==> src/rtl/qkt_mh_pkg.sv <==
// Shared types for the multi-head QK^T sequencer: FSM states, error codes and the FP32 -inf mask value.
package qkt_mh_pkg;

  typedef enum logic [3:0] {
    ST_IDLE,
    ST_CHK,
    ST_TR_KICK,
    ST_TR_WAIT,
    ST_CP_RD,
    ST_CP_WAIT,
    ST_GEMM_KICK,
    ST_GEMM_WAIT,
    ST_HNEXT,
    ST_DONE
  } state_e;

  typedef enum logic [1:0] {
    ERR_NONE  = 2'd0,
    ERR_CFG   = 2'd1,
    ERR_TMO   = 2'd2,
    ERR_ABORT = 2'd3
  } err_e;

  localparam logic [31:0] FP32_NEG_INF = 32'hFF80_0000;

endpackage

==> src/rtl/qkt_causal_mask.sv <==
// Score read path: aligns tq/tk/mask with core_rvalid, then registers the (optionally -inf masked) score.
// Latency RD_LAT+1 from score_re to score_rvalid; no backpressure, one result per request.
module qkt_causal_mask
  import qkt_mh_pkg::*;
#(
  parameter int T      = 8,
  parameter int DATA_W = 32,
  parameter int RD_LAT = 1,
  parameter int T_W    = (T <= 1) ? 1 : $clog2(T)
) (
  input  logic              clk,
  input  logic              rst_n,
  input  logic              causal_en,
  input  logic              score_re,
  input  logic [T_W-1:0]    score_tq,
  input  logic [T_W-1:0]    score_tk,
  input  logic [DATA_W-1:0] core_rdata,
  input  logic              core_rvalid,
  output logic [DATA_W-1:0] score_rdata,
  output logic              score_rvalid
);

  logic [T_W-1:0] tq_sr [RD_LAT];
  logic [T_W-1:0] tk_sr [RD_LAT];
  logic           m_sr  [RD_LAT];
  logic           mask_out;

  // Fixed-latency delay line: entry RD_LAT-1 belongs to the word on core_rdata this cycle.
  always_ff @(posedge clk or negedge rst_n) begin
    if (!rst_n) begin
      for (int i = 0; i < RD_LAT; i++) begin
        tq_sr[i] <= '0;
        tk_sr[i] <= '0;
        m_sr[i]  <= 1'b0;
      end
    end else begin
      tq_sr[0] <= score_tq;
      tk_sr[0] <= score_tk;
      m_sr[0]  <= causal_en & score_re;
      for (int i = 1; i < RD_LAT; i++) begin
        tq_sr[i] <= tq_sr[i-1];
        tk_sr[i] <= tk_sr[i-1];
        m_sr[i]  <= m_sr[i-1];
      end
    end
  end

  assign mask_out = m_sr[RD_LAT-1] && (tk_sr[RD_LAT-1] > tq_sr[RD_LAT-1]);

  always_ff @(posedge clk or negedge rst_n) begin
    if (!rst_n) begin
      score_rvalid <= 1'b0;
      score_rdata  <= '0;
    end else begin
      score_rvalid <= core_rvalid;
      if (!core_rvalid)
        score_rdata <= '0;
      else if (mask_out)
        score_rdata <= DATA_W'(FP32_NEG_INF);
      else
        score_rdata <= core_rdata;
    end
  end

endmodule

==> src/rtl/qkt_mh_sched.sv <==
// Multi-head QK^T sequencer: per head kick transpose, copy K^T into GEMM X SRAM, run GEMM; watchdog/abort.
// One K^T read outstanding at a time; waits on tr_done/gemm_done; score reads pass through with RD_LAT+1 latency.
module qkt_mh_sched
  import qkt_mh_pkg::*;
#(
  parameter  int T      = 8,
  parameter  int DMAX   = 1024,
  parameter  int DATA_W = 32,
  parameter  int HMAX   = 8,
  parameter  int RD_LAT = 1,
  parameter  int TMO    = 4096,
  localparam int BYTE_W = DATA_W / 8,
  localparam int H_W    = (HMAX <= 1) ? 1 : $clog2(HMAX),
  localparam int T_W    = (T <= 1) ? 1 : $clog2(T),
  localparam int D_W    = (DMAX <= 1) ? 1 : $clog2(DMAX)
) (
  input  logic              clk,
  input  logic              rst_n,
  input  logic              start,
  input  logic [15:0]       D_len,
  input  logic [H_W:0]      n_heads,
  input  logic              causal_en,
  input  logic              abort,
  output logic              busy,
  output logic              done,
  output logic [1:0]        err_code,
  output logic [H_W-1:0]    head_sel,
  output logic              tr_start,
  input  logic              tr_busy,
  input  logic              tr_done,
  output logic              tr_b_re,
  output logic [31:0]       tr_b_row,
  output logic [31:0]       tr_b_col,
  input  logic [DATA_W-1:0] tr_b_rdata,
  input  logic              tr_b_rvalid,
  output logic              cpu_x_we,
  output logic [D_W-1:0]    cpu_x_k,
  output logic [T_W-1:0]    cpu_x_n,
  output logic [DATA_W-1:0] cpu_x_wdata,
  output logic [BYTE_W-1:0] cpu_x_wmask,
  output logic              gemm_start,
  input  logic              gemm_busy,
  input  logic              gemm_done,
  input  logic              C_valid,
  input  logic              score_re,
  input  logic [T_W-1:0]    score_tq,
  input  logic [T_W-1:0]    score_tk,
  output logic              core_re,
  output logic [T_W-1:0]    core_tq,
  output logic [T_W-1:0]    core_tk,
  input  logic [DATA_W-1:0] core_rdata,
  input  logic              core_rvalid,
  output logic [DATA_W-1:0] score_rdata,
  output logic              score_rvalid
);

  localparam int          WD_W   = $clog2(TMO + 1);
  localparam logic [31:0] DMAX_L = 32'(DMAX);
  localparam logic [31:0] HMAX_L = 32'(HMAX);

  state_e          state_q, state_d;
  err_e            err_q, err_d;
  logic [15:0]     d_len_q;
  logic [H_W:0]    n_heads_q;
  logic            causal_q;
  logic [H_W-1:0]  head_q;
  logic [15:0]     d_q;
  logic [T_W-1:0]  n_q;
  logic [WD_W-1:0] wd_q;

  logic cfg_bad, last_n, last_d, wd_exp, head_more, in_wait, wr_fire;
  logic unused_in;

  // Status inputs are not needed: the done pulses alone sequence the run.
  assign unused_in = ^{tr_busy, gemm_busy, C_valid};

  assign cfg_bad   = (d_len_q == 16'd0) || (32'(d_len_q) > DMAX_L) ||
                     (n_heads_q == '0)  || (32'(n_heads_q) > HMAX_L);
  assign last_n    = (n_q == T_W'(T - 1));
  assign last_d    = (d_q == d_len_q - 16'd1);
  assign wd_exp    = (wd_q == WD_W'(TMO - 1));
  assign head_more = (({1'b0, head_q} + (H_W+1)'(1)) < n_heads_q);
  assign in_wait   = (state_q == ST_TR_WAIT) || (state_q == ST_CP_WAIT) ||
                     (state_q == ST_GEMM_WAIT);
  assign wr_fire   = (state_q == ST_CP_WAIT) && tr_b_rvalid && !abort;

  always_comb begin
    state_d = state_q;
    err_d   = err_q;
    unique case (state_q)
      ST_IDLE: if (start) begin
        state_d = ST_CHK;
        err_d   = ERR_NONE;
      end
      ST_CHK: begin
        if (cfg_bad) begin
          state_d = ST_DONE;
          err_d   = ERR_CFG;
        end else begin
          state_d = ST_TR_KICK;
        end
      end
      ST_TR_KICK: state_d = ST_TR_WAIT;
      ST_TR_WAIT: begin
        if (tr_done) begin
          state_d = ST_CP_RD;
        end else if (wd_exp) begin
          state_d = ST_DONE;
          err_d   = ERR_TMO;
        end
      end
      ST_CP_RD: state_d = ST_CP_WAIT;
      ST_CP_WAIT: begin
        if (tr_b_rvalid) begin
          state_d = (last_n && last_d) ? ST_GEMM_KICK : ST_CP_RD;
        end else if (wd_exp) begin
          state_d = ST_DONE;
          err_d   = ERR_TMO;
        end
      end
      ST_GEMM_KICK: state_d = ST_GEMM_WAIT;
      ST_GEMM_WAIT: begin
        if (gemm_done) begin
          state_d = ST_HNEXT;
        end else if (wd_exp) begin
          state_d = ST_DONE;
          err_d   = ERR_TMO;
        end
      end
      ST_HNEXT: state_d = head_more ? ST_TR_KICK : ST_DONE;
      ST_DONE:  state_d = ST_IDLE;
      default:  state_d = ST_IDLE;
    endcase
    // Abort overrides any completion or data event seen in the same cycle.
    if (abort && (state_q != ST_IDLE)) begin
      state_d = ST_IDLE;
      err_d   = ERR_ABORT;
    end
  end

  always_ff @(posedge clk or negedge rst_n) begin
    if (!rst_n) begin
      state_q   <= ST_IDLE;
      err_q     <= ERR_NONE;
      d_len_q   <= '0;
      n_heads_q <= '0;
      causal_q  <= 1'b0;
      head_q    <= '0;
      d_q       <= '0;
      n_q       <= '0;
      wd_q      <= '0;
    end else begin
      state_q <= state_d;
      err_q   <= err_d;
      if ((state_q == ST_IDLE) && start) begin
        d_len_q   <= D_len;
        n_heads_q <= n_heads;
        causal_q  <= causal_en;
        head_q    <= '0;
      end
      if (state_q == ST_TR_KICK) begin
        d_q <= '0;
        n_q <= '0;
      end else if (wr_fire) begin
        if (last_n) begin
          n_q <= '0;
          d_q <= d_q + 16'd1;
        end else begin
          n_q <= n_q + T_W'(1);
        end
      end
      if ((state_q == ST_HNEXT) && head_more && !abort)
        head_q <= head_q + H_W'(1);
      if (state_d != state_q)
        wd_q <= '0;
      else if (in_wait)
        wd_q <= wd_q + WD_W'(1);
    end
  end

  assign busy        = (state_q != ST_IDLE);
  assign done        = (state_q == ST_DONE) && !abort;
  assign err_code    = err_q;
  assign head_sel    = head_q;
  assign tr_start    = (state_q == ST_TR_KICK) && !abort;
  assign gemm_start  = (state_q == ST_GEMM_KICK) && !abort;
  assign tr_b_re     = (state_q == ST_CP_RD) && !abort;
  assign tr_b_row    = tr_b_re ? 32'(d_q) : 32'd0;
  assign tr_b_col    = tr_b_re ? 32'(n_q) : 32'd0;
  assign cpu_x_we    = wr_fire;
  assign cpu_x_k     = wr_fire ? d_q[D_W-1:0] : '0;
  assign cpu_x_n     = wr_fire ? n_q : '0;
  assign cpu_x_wdata = wr_fire ? tr_b_rdata : '0;
  assign cpu_x_wmask = wr_fire ? '1 : '0;

  assign core_re = score_re;
  assign core_tq = score_tq;
  assign core_tk = score_tk;

  qkt_causal_mask #(
    .T      (T),
    .DATA_W (DATA_W),
    .RD_LAT (RD_LAT),
    .T_W    (T_W)
  ) u_mask (
    .clk          (clk),
    .rst_n        (rst_n),
    .causal_en    (causal_q),
    .score_re     (score_re),
    .score_tq     (score_tq),
    .score_tk     (score_tk),
    .core_rdata   (core_rdata),
    .core_rvalid  (core_rvalid),
    .score_rdata  (score_rdata),
    .score_rvalid (score_rvalid)
  );

endmodule

==> config.mk <==
export PLATFORM = sky130hd
export DESIGN_NAME = qkt_mh_sched
export DESIGN_NICKNAME = d
export VERILOG_FILES = /design/src/rtl/qkt_mh_pkg.sv /design/src/rtl/qkt_causal_mask.sv /design/src/rtl/qkt_mh_sched.sv
export SDC_FILE = /design/constraint.sdc
export NUM_CORES = 1
export LEC_CHECK = 0
export BUFFER_PORTS_ARGS = -buffer_cell sky130_fd_sc_hd__buf_2
export CAP_MARGIN = 20
export CORE_MARGIN = 2
export CORE_UTILIZATION = 44
export CTS_CLUSTER_SIZE = 30
export DETAILED_ROUTE_END_ITERATION = 7
export GPL_TIMING_DRIVEN = 0
export PLACE_DENSITY = 0.78
export SYNTH_ARGS = -nofsm -noshare
export SYNTH_HDL_FRONTEND = slang
export SYNTH_HIERARCHICAL = 1
export SYNTH_SLANG_ARGS = --single-unit
==> constraint.sdc <==
create_clock -name clk -period 2.5 [get_ports clk]
set_input_delay 0.375 -clock clk [delete_from_list [all_inputs] [get_ports clk]]
set_output_delay 0.375 -clock clk [all_outputs]
set_load 0.1 [all_outputs]
==> results.env, run 1 <==
RUN_STATUS='finished, violations left'
FAILED_CHECKS='negative setup slack'
POST_SYNTH_NUM_CELL_TYPES=57
DETAIL_ROUTE.VIAS_PER_CELL=5.08
FIRST_GLOBAL_VIAS=5296
SINKS_ON_THE_CLOCK_NET=102
WORST_SETUP_HOLD_PATH_CLK_SLEW_NS=0.07
DRV_SLEW=0
CLOCK-SKEW-FINAL_NS=0.00604
SETUP_REPAIR_AFTER_GLOBAL_ROUTING_MISSED_ITS_MARGIN='true'
CRIT_PATH_CELL_TRACE='or4_4, or3_1, a2111oi_2, nand4_1, a2111oi_4, a31oi_4, buf_8, a211oi_2'
SYNTH_TOP_CELL_AREA_SHARE_PCT=41.9
HOLD_CLASS='primary input to async pin'
LAYOUT.CELLS.MOST_COMMON_LIST='156 x sky130_fd_sc_hd__buf_2, 105 x sky130_fd_sc_hd__buf_4, 93 x sky130_fd_sc_hd__dfrtp_1, 68 x sky130_fd_sc_hd__and3_1, 45 x sky130_fd_sc_hd__conb_1'
SYNTH-MAIN-FF-CELL='sky130_fd_sc_hd__dfrtp_1'
FP.DIEW_UM=122
YOSYS.AREA_SHARE.XOR_XNOR_PCT=6.77
CELLLEAKAGEPOWER_nW=4.55
AREA_GROWTH_SYN_TO_LAYOUT_PCT=44.6
YOSYS.AREA_SHARE.ADDER_PCT=2.47
CHIPHEIGHT_UM=122
SYNTH_ENABLE_FLOP_CELLS=0
POWER.SHARE.SEQUENTIAL_PCT=30.5
IO_PINS=267
LAYOUT_WORST_PATH_CYCLE_SHARE_PCT=111
DRTPASS1ITERATIONS=5
DIE_FOOTPRINT_UM2=14800
CAP_VIOLATIONS=0
CELLINTERNALPOWER_mW=4.09
FIN_CELLS=1103
CRIT_SLOWEST_CELL='sky130_fd_sc_hd__or4_4'
ROOT_BUFFER='sky130_fd_sc_hd__clkbuf_16'
H_TREE_DEPTH_REPORTED_BY_CTS=3
REG2REG_SLACK_NS=-0.28
SETUP.WORST_PATH.CLASS='register to register'
VDD.IR_DROP.WORST_uV=584
SYNTH-SEQ-CELLS=102
SYNTH_AREA_LEADER_CELL='sky130_fd_sc_hd__dfrtp_1'
COMBPWRFRAC_PCT=50.3
WL_PER_CELL_UM=16.2
GRT_START_MAX_NET_PINS=55
WIRE_LENGTH_OF_THE_FIRST_GLOBAL_ROUTING_PASS_MM=26.4
POST-ROUTE-DRC-COUNT=0
GP_CONGESTION=0.916
ENDPOINTS_FAILING_HOLD=0
VIA_COUNT=5607
GROUTE.USAGE.OVERALL_PCT=23.0
IO_BUFFER_COUNT=217
CTS_TREE='done'
GR-TOTAL-OVERFLOW=0
PLACED_CELLS_INCL_TAPS=1065
DP_HPWL_MM=12.9
SYNTH_COMPOUND_AREA_SHARE_PCT=9.56
P_SWITCHING_mW=3.40
SYNTH_MUX_AREA_SHARE_PCT=4.75
CP.ARRIVAL_NS=3.04
FINAL_NETS=1035
P_SW_SHARE_PCT=45.4
WORST_SLEW_PIN_SLEW_NS=0.689
YOSYS.AREA_SHARE.SIMPLE_PCT=23.6
P_PER_AREA_nW_PER_UM2=852
RELATIVE_SLEW_MARGINS_PCT=54.1
PLACEABLECOREAREA_UM2=13300
SYNTH_TOP_FAMILY_BY_AREA='simple AND/OR/NAND/NOR gates'
SYNTH_ASYNC_SR_FLOP_SHARE_PCT=100
POST_SYNTH.CELL_AREA_AVG_UM2=9.70
PATH_MAX_FANOUT=6
DRTITER0DRC=348
SYN_AREA_UM2=6080
LAYOUT-DRIVE-GT1-SHARE_PCT=47.2
CLK-INSERTION-DELAY-LATE_NS=0.35
WORST_EP_REQUIRED_TIME_NS=2.76
FINALWORSTPATHREQUIREDPERIOD_NS=2.78
REPORT.FINAL.SETUP_VIOL=34
YOSYSSEQAREASHARE_PCT=41.9
MAX_CLOCK_FREQ_MHz=360
P_CLK_SHARE_PCT=19.3
FINALHOLDWORSTSLACK_NS=0.0510
FIN_WS_NS=-0.279
ROUTED_WL_MM=17.9
TIMING.REG2REG.WORST_PATH_DEPTH=8
RR_STARTPOINT='d_len_q[0]'
ANTENNA_FOUND_INITIAL=2
CP_NUM_BUF_INV=1
STARTING_DENSITY_OF_THE_CORE_PCT=45.6
SLOWEST_DELAY_NS=0.53
MOST_COMMON_CELL_AFTER_LAYOUT_FILL_AND_TAPS_ASIDE='sky130_fd_sc_hd__buf_2'
SYNTHTOPCELLSBYAREA='sky130_fd_sc_hd__dfrtp_1 42%, sky130_fd_sc_hd__and3_1 7.2%, sky130_fd_sc_hd__buf_4 7.0%'
ROW_COUNT=42
SYNTHCELLS=627
YS_WARN_COUNT=6
CRITICAL_PATH.ENDPOINT_TYPE='register'
R2R-END='wd_q[5]'
CRIT_PATH_START_KIND='register'
CLOCK_TREE.BUFFER_DEPTH=2
POST-PLACE-WS_NS=-0.487
INSERTED_CLOCK_BUFFERS=9
ANT_NETS=0
CP_TOP_FAMILY='simple AND/OR/NAND/NOR gates'
==> flip-flops by register name (all words and copies together) (netlist names), 3 cells and up <==
register / flops
d_len_q: 16
state_q: 4
n_heads_q: 4
u_mask/tk_sr: 3
wd_q: 13
u_mask/tq_sr: 3
d_q: 16
u_mask/score_rdata: 32
n_q: 3
head_sel: 3
==> power groups by stage <==
stage	Sequential (mW)	Clock [mW]	Combinational, mW
floorplan	2.71	0	2.13
global placement	2.28	0	3.15
detailed placement	2.30	0	3.20
CTS	2.27	1.47	3.51
global route	2.34	1.53	4.02
finish	2.28	1.44	3.77
==> what timing repair did <==
action	CTS	global route
gates cloned	1	2
setup endpoints to repair	95	96
pin swaps	6	3
hold buffers	0	0
buffers inserted	10	7
resized for setup	123	76
==> stage by stage <==
stage	area, µm²	utilization (%)	TNS, ns	total power, mW
floorplan	6350	-	-0.855	4.84
global placement	7660	57.4	-12.25	5.44
global route	8800	65.9	-8.37	7.88
CTS	8460	63.3	-8.18	7.25
detailed placement	7690	57.6	-13.04	5.50
finish	8800	65.9	-4.45	7.49
==> worst max-delay path by stage <==
stage / startpoint / to / slack [ns] / cells past startpoint
2_1_floorplan: state_q[3] / tr_start / -0.14 / 5
6_report: d_len_q[0] / wd_q[5] / -0.28 / 8
3_5_place_dp: state_q[2] / d_q[15] / -0.49 / 8
5_1_grt: d_len_q[2] / wd_q[7] / -0.40 / 9
3_3_place_gp: d_len_q[2] / wd_q[9] / -0.40 / 8
4_1_cts: d_len_q[0] / wd_q[5] / -0.29 / 8
==> cell usage after synthesis (5+ instances only) <==
| master | number |
|---|---|
| sky130_fd_sc_hd__nand2_1 | 35 |
| sky130_fd_sc_hd__a31oi_1 | 5 |
| sky130_fd_sc_hd__or3_1 | 6 |
| sky130_fd_sc_hd__nand3_1 | 17 |
| sky130_fd_sc_hd__dfrtp_1 | 102 |
| sky130_fd_sc_hd__nor4_1 | 5 |
| sky130_fd_sc_hd__xor2_1 | 25 |
| sky130_fd_sc_hd__o21a_1 | 9 |
| sky130_fd_sc_hd__xnor2_1 | 22 |
| sky130_fd_sc_hd__o21ai_0 | 18 |
| sky130_fd_sc_hd__nand2b_1 | 7 |
| sky130_fd_sc_hd__a211oi_2 | 9 |
| sky130_fd_sc_hd__nor2_1 | 37 |
| sky130_fd_sc_hd__ha_1 | 12 |
| sky130_fd_sc_hd__mux2_2 | 23 |
| sky130_fd_sc_hd__nor2b_1 | 9 |
| sky130_fd_sc_hd__buf_4 | 57 |
| sky130_fd_sc_hd__and2_1 | 21 |
| sky130_fd_sc_hd__clkbuf_1 | 33 |
| sky130_fd_sc_hd__and3_1 | 70 |
| sky130_fd_sc_hd__nor3_1 | 10 |
| sky130_fd_sc_hd__a21oi_1 | 10 |
| sky130_fd_sc_hd__nand4_1 | 13 |
| sky130_fd_sc_hd__inv_1 | 15 |
==> layout make-up <==
| type | count | area (µm²) |
|---|---|---|
| Sequential cell | 102 | 2570 |
| Multi-Input combinational cell | 458 | 3290 |
| Buffer | 95 | 648 |
| Clock inverter | 6 | 68.8 |
| Tap cell | 176 | 220 |
| Fill cell | 1098 | 4550 |
| Timing Repair Buffer | 238 | 1700 |
| Clock buffer | 10 | 239 |
| Inverter | 16 | 61.3 |
| Antenna cell | 2 | 5.00 |
==> worst register-to-register path: stages, from the launching register on <==
cell and delay [ns]:
sky130_fd_sc_hd__dfrtp_2 0.44, sky130_fd_sc_hd__or4_4 0.53, sky130_fd_sc_hd__or3_1 0.37, sky130_fd_sc_hd__a2111oi_2 0.31, sky130_fd_sc_hd__nand4_1 0.18, sky130_fd_sc_hd__a2111oi_4 0.28, sky130_fd_sc_hd__a31oi_4 0.21, sky130_fd_sc_hd__buf_8 0.18
sky130_fd_sc_hd__a211oi_2 0.19
==> per-layer routing <==
layer	vias to the layer above	global-route usage (%)	routed length [µm]
li1	2672	-	-
met1	2655	25.7	6600
met2	248	40.6	9260
met3	32	6.93	1600
met4	0	10.3	444
met5	-	0	0
==> logic make-up after synthesis <==
logic type | after synthesis
compound gates | 76
xor+xnor | 47
fa+ha+maj | 12
buf+inv | 111
flops | 102
mux | 26
other cells | 1
simple gates | 252
(Power assumes the default switching activity.)
==> run 2, diff against run 1 <==
Settings changed: ABC_AREA from default to 1, CORE_UTILIZATION 44 to 30, CTS_CLUSTER_DIAMETER from default to 40, PLACE_DENSITY 0.78 to default.
==> run 2 against run 1 <==
Net effect:
- the flow now finishes without violations
- worst setup slack improved by 0.39 ns
- area after synthesis up 2.6%
- clock skew grew 0.011 ns
- final cell count is 27% higher
- non-clock buffer count decreased by 40
- first-iteration DRC count down 35%
- global-route usage decreased by 6.7 points
- maximum frequency rose by 16%
- register-to-register slack improved by 0.47 ns
- critical path depth stayed put
- synthesized cell count up 36%
- critical path type is now register to output port
==> results.env, run 2 <==
GRT_START_MAX_NET_PINS=53  # -3.6%
ANT_NETS=0  # unchanged
WIRE_LENGTH_OF_THE_FIRST_GLOBAL_ROUTING_PASS_MM=28.5  # +8.2%
IO_PINS=267  # unchanged
DIE_FOOTPRINT_UM2=22000  # +49%
POST_SYNTH_NUM_CELL_TYPES=44  # -23%
FINAL_AREA_UM2=8670  # -1.5%
SLOWEST_DELAY_NS=0.45  # -0.08 ns
CLOCK_TREE.BUFFER_DEPTH=2  # unchanged
SYNTH-SEQ-CELLS=102  # unchanged
YS_WARN_COUNT=6  # unchanged
DP_HPWL_MM=14.2  # +10%
ENDPOINTS_FAILING_HOLD=0  # unchanged
ROW_COUNT=52  # +24%
CAP_VIOLATIONS=0  # unchanged
H_TREE_DEPTH_REPORTED_BY_CTS=3  # unchanged
CRIT_SLOWEST_CELL='sky130_fd_sc_hd__dfrtp_2'
BIGGEST_REGISTERS_AFTER_LAYOUT='u_mask/score_rdata x32, d_len_q x16, d_q x16'
WORST_SLEW_PIN_SLEW_NS=0.698  # +0.00981 ns
FINAL_NETS=1246  # +20%
VIA_COUNT=5896  # +5.2%
FIRST_GLOBAL_VIAS=5714  # +7.9%
GP_CONGESTION=0.865  # -5.5%
MAX_CLOCK_FREQ_MHz=418  # +16%
CTS_TREE='done'
POST-ROUTE-DRC-COUNT=0  # unchanged
AREA_GROWTH_SYN_TO_LAYOUT_PCT=38.8
CHIPHEIGHT_UM=148  # +22%
ROUTED_WL_MM=17.9  # +0.13%
PLACEABLECOREAREA_UM2=20300  # +52%
IO_BUFFER_COUNT=218  # +0.46%
WORST_EP_REQUIRED_TIME_NS=2.12  # -0.64 ns
CRITICAL_PATH.ENDPOINT_TYPE='output port'
SYNTH_TOP_CELL_AREA_SHARE_PCT=40.9  # -1.1 points
POST_SYNTH.CELL_AREA_AVG_UM2=7.31  # -25%
LAYOUT.CELLS.MOST_COMMON_LIST='161 x sky130_fd_sc_hd__nand2_1, 156 x sky130_fd_sc_hd__buf_2, 148 x sky130_fd_sc_hd__inv_1, 119 x sky130_fd_sc_hd__nor2_1, 96 x sky130_fd_sc_hd__dfrtp_1'
P_PER_AREA_nW_PER_UM2=870  # +2.2%
PLACEDINSTANCEAREA_UM2=7930  # +3.2%
MULTI_INPUT_COMBINATIONAL_CELL_AREA_UM2=2890  # -12%
CRIT_PATH_CELL_TRACE='inv_2, nand2_4, inv_2, nand4_4, clkbuf_8, buf_2, nor2_1, buf_6'
FIN_WS_NS=0.110  # +0.389 ns
HOLD_CLASS='primary input to async pin'
VDD.IR_DROP.WORST_uV=483  # -17%
YOSYSSEQAREASHARE_PCT=40.9  # -1.1 points
WORST_SETUP_HOLD_PATH_CLK_SLEW_NS=0.07  # about the same
CRIT_PATH_START_KIND='register'
REGISTER_AREA_UM2=2560  # -0.34%
SETUP.WORST_PATH.CLASS='register to output port'
GR-TOTAL-OVERFLOW=0  # unchanged
YOSYS.CELL_COUNT.TOP_TYPE='sky130_fd_sc_hd__nand2_1'
POST-PLACE-WS_NS=-0.101  # +0.387 ns
REGMOSTFLOPS='u_mask/score_rdata'
ROOT_BUFFER='sky130_fd_sc_hd__clkbuf_16'
SYNTH_AREA_LEADER_CELL='sky130_fd_sc_hd__dfrtp_1'
SYNTH_ENABLE_FLOP_CELLS=0  # unchanged
SINKS_ON_THE_CLOCK_NET=102  # unchanged
CP.ARRIVAL_NS=2.02  # -1.02 ns
PATH_MAX_FANOUT=10  # +4
RELATIVE_SLEW_MARGINS_PCT=53.4  # -0.65 points
WL_PER_CELL_UM=12.7  # -21%
DIODE_COUNT=0  # -2
LAYOUT-DRIVE-GT1-SHARE_PCT=34.8  # -12 points
FINALWORSTPATHREQUIREDPERIOD_NS=2.39  # -0.389 ns
ANTENNA_FOUND_INITIAL=0  # -2
SYN_AREA_UM2=6240  # +2.6%
MOST_COMMON_CELL_AFTER_LAYOUT_FILL_AND_TAPS_ASIDE='sky130_fd_sc_hd__nand2_1'
YS_TOP_CELLS_BY_COUNT='161 x sky130_fd_sc_hd__nand2_1, 152 x sky130_fd_sc_hd__nor2_1, 148 x sky130_fd_sc_hd__inv_1'
LAYOUT_WORST_PATH_CYCLE_SHARE_PCT=95.6  # -16 points
DETAIL_ROUTE.VIAS_PER_CELL=4.19  # -18%
DRTITER0DRC=227  # -35%
DRTPASS1ITERATIONS=4  # -1
SYNTH-MAIN-FF-CELL='sky130_fd_sc_hd__dfrtp_1'
REPORT.FINAL.SETUP_VIOL=0  # -100%
STARTING_DENSITY_OF_THE_CORE_PCT=30.8  # -15 points
INSERTED_CLOCK_BUFFERS=9  # unchanged
CRITICAL-PATH-TOP-CELL-BY-COUNT='sky130_fd_sc_hd__inv_2'
LARGEST_REGISTER_FF_COUNT=32  # unchanged
GROUTE.USAGE.OVERALL_PCT=16.3  # -6.7 points
CLOCK-SKEW-FINAL_NS=0.0166  # +0.0105 ns
NUM-FILL-CELLS=2128  # +94%
CELLLEAKAGEPOWER_nW=4.79  # +5.2%
SYNTHTOPCELLSBYAREA='sky130_fd_sc_hd__dfrtp_1 41%, sky130_fd_sc_hd__nand2_1 9.7%, sky130_fd_sc_hd__nor2_1 9.1%'
SYNTH_ASYNC_SR_FLOP_SHARE_PCT=100  # unchanged
DRV_SLEW=0  # unchanged
FP.DIEW_UM=148  # +22%
SYNTHCELLS=854  # +36%
CLK-INSERTION-DELAY-LATE_NS=0.36  # about the same
RUN_STATUS='completed'
run 2: cell types whose count changed in the layout (fill, tap and decap cells not counted), moves of 14 or more:
| cell | delta |
|---|---|
| sky130_fd_sc_hd__a21oi_1 | +14 |
| sky130_fd_sc_hd__xor2_1 | -14 |
| sky130_fd_sc_hd__nand2_1 | +126 |
| sky130_fd_sc_hd__inv_1 | +133 |
| sky130_fd_sc_hd__buf_6 | +14 |
| sky130_fd_sc_hd__and3_1 | -68 |
| sky130_fd_sc_hd__nand3_1 | +28 |
| sky130_fd_sc_hd__buf_8 | -17 |
| sky130_fd_sc_hd__mux2_2 | -22 |
| sky130_fd_sc_hd__nor2_1 | +84 |
| sky130_fd_sc_hd__o21ai_0 | +19 |
| sky130_fd_sc_hd__buf_4 | -17 |
| sky130_fd_sc_hd__nor2_2 | +46 |
| sky130_fd_sc_hd__xnor2_1 | -16 |
run 2: worst max-delay path, delay by kind of cell (launching register included):
family	cells	cell delay (ns)
simple gates	3	0.38
buf+inv	5	0.83
flops	1	0.45
run 2: per-layer routing:
metal	track usage (%)	share of wire, %	vias up
li1	-	-	3056
met1	20.4	42	2650
met2	27.2	48	175
met3	5.15	7.9	15
met4	4.71	1.6	0
met5	0	0	-
run 2: worst paths after layout:
| path | start | endpoint | slack, ns | cells past startpoint |
|---|---|---|---|---|
| setup / recovery | state_q[3] | cpu_x_wdata[11] | 0.11 | 8 |
| hold / removal | rst_n | err_code[0] | 0.05 | 1 |
| setup reg to reg | head_sel[0] | wd_q[5] | 0.19 | 15 |
| hold reg to reg | causal_q | u_mask/m_sr | 0.49 | 2 |
| max in group asynchronous | rst_n | head_sel[2] | 1.75 | 2 |
| min in group clk | score_tq[1] | u_mask/tq_sr[1] | 0.13 | 1 |
run 2: final cells by class:
type | count | share of cell area (%)
multi-input combinational | 568 | 33.3
sequential | 102 | 29.5
timing repair buffer | 223 | 16.9
inverter | 157 | 6.83
buffer | 70 | 6.05
tap | 270 | 3.90
clock buffer | 10 | 2.64
clock inverter | 6 | 0.779
run 2: where the power goes:
part / total [mW] / internal (mW) / switching [mW]
clock network: 1.40 / 0.705 / 0.696
logic: 3.86 / 1.09 / 2.77
registers: 2.28 / 1.97 / 0.316
run 2: cell families after synthesis:
family                   after synthesis  share of synthesized area (%)
adder cells (fa/ha/maj)               12                           2.40
multiplexers                           1                          0.160
buffers and inverters                228                           17.5
flip-flops                           102                           40.9
XOR/XNOR                              17                           2.38
other                                  1                         0.0601
AND/OR/NAND/NOR                      422                           30.1
AO/OA/AOI/OAI                         71                           6.51
run 2: timing repair:
item	in CTS	in global routing
pin swaps	1	4
setup buffers	1	3
setup endpoints to repair	80	78
cloned	0	0
hold buffers	0	0
gates resized for setup	90	60
run 2: per-stage QoR:
step	setup TNS, ns	util (%)	total power, mW	hold slack, ns	std cells
after floorplan	-15.02	-	5.22	0.0794	898
after global placement	-9.77	38.9	5.95	0.477	1386
after detailed placement	-0.287	39.1	5.99	0.461	1387
after CTS	0	41.8	7.45	0.0727	1403
after global routing	-0.0186	42.7	8.11	0.101	1406
final	0	42.7	7.54	0.0533	1406
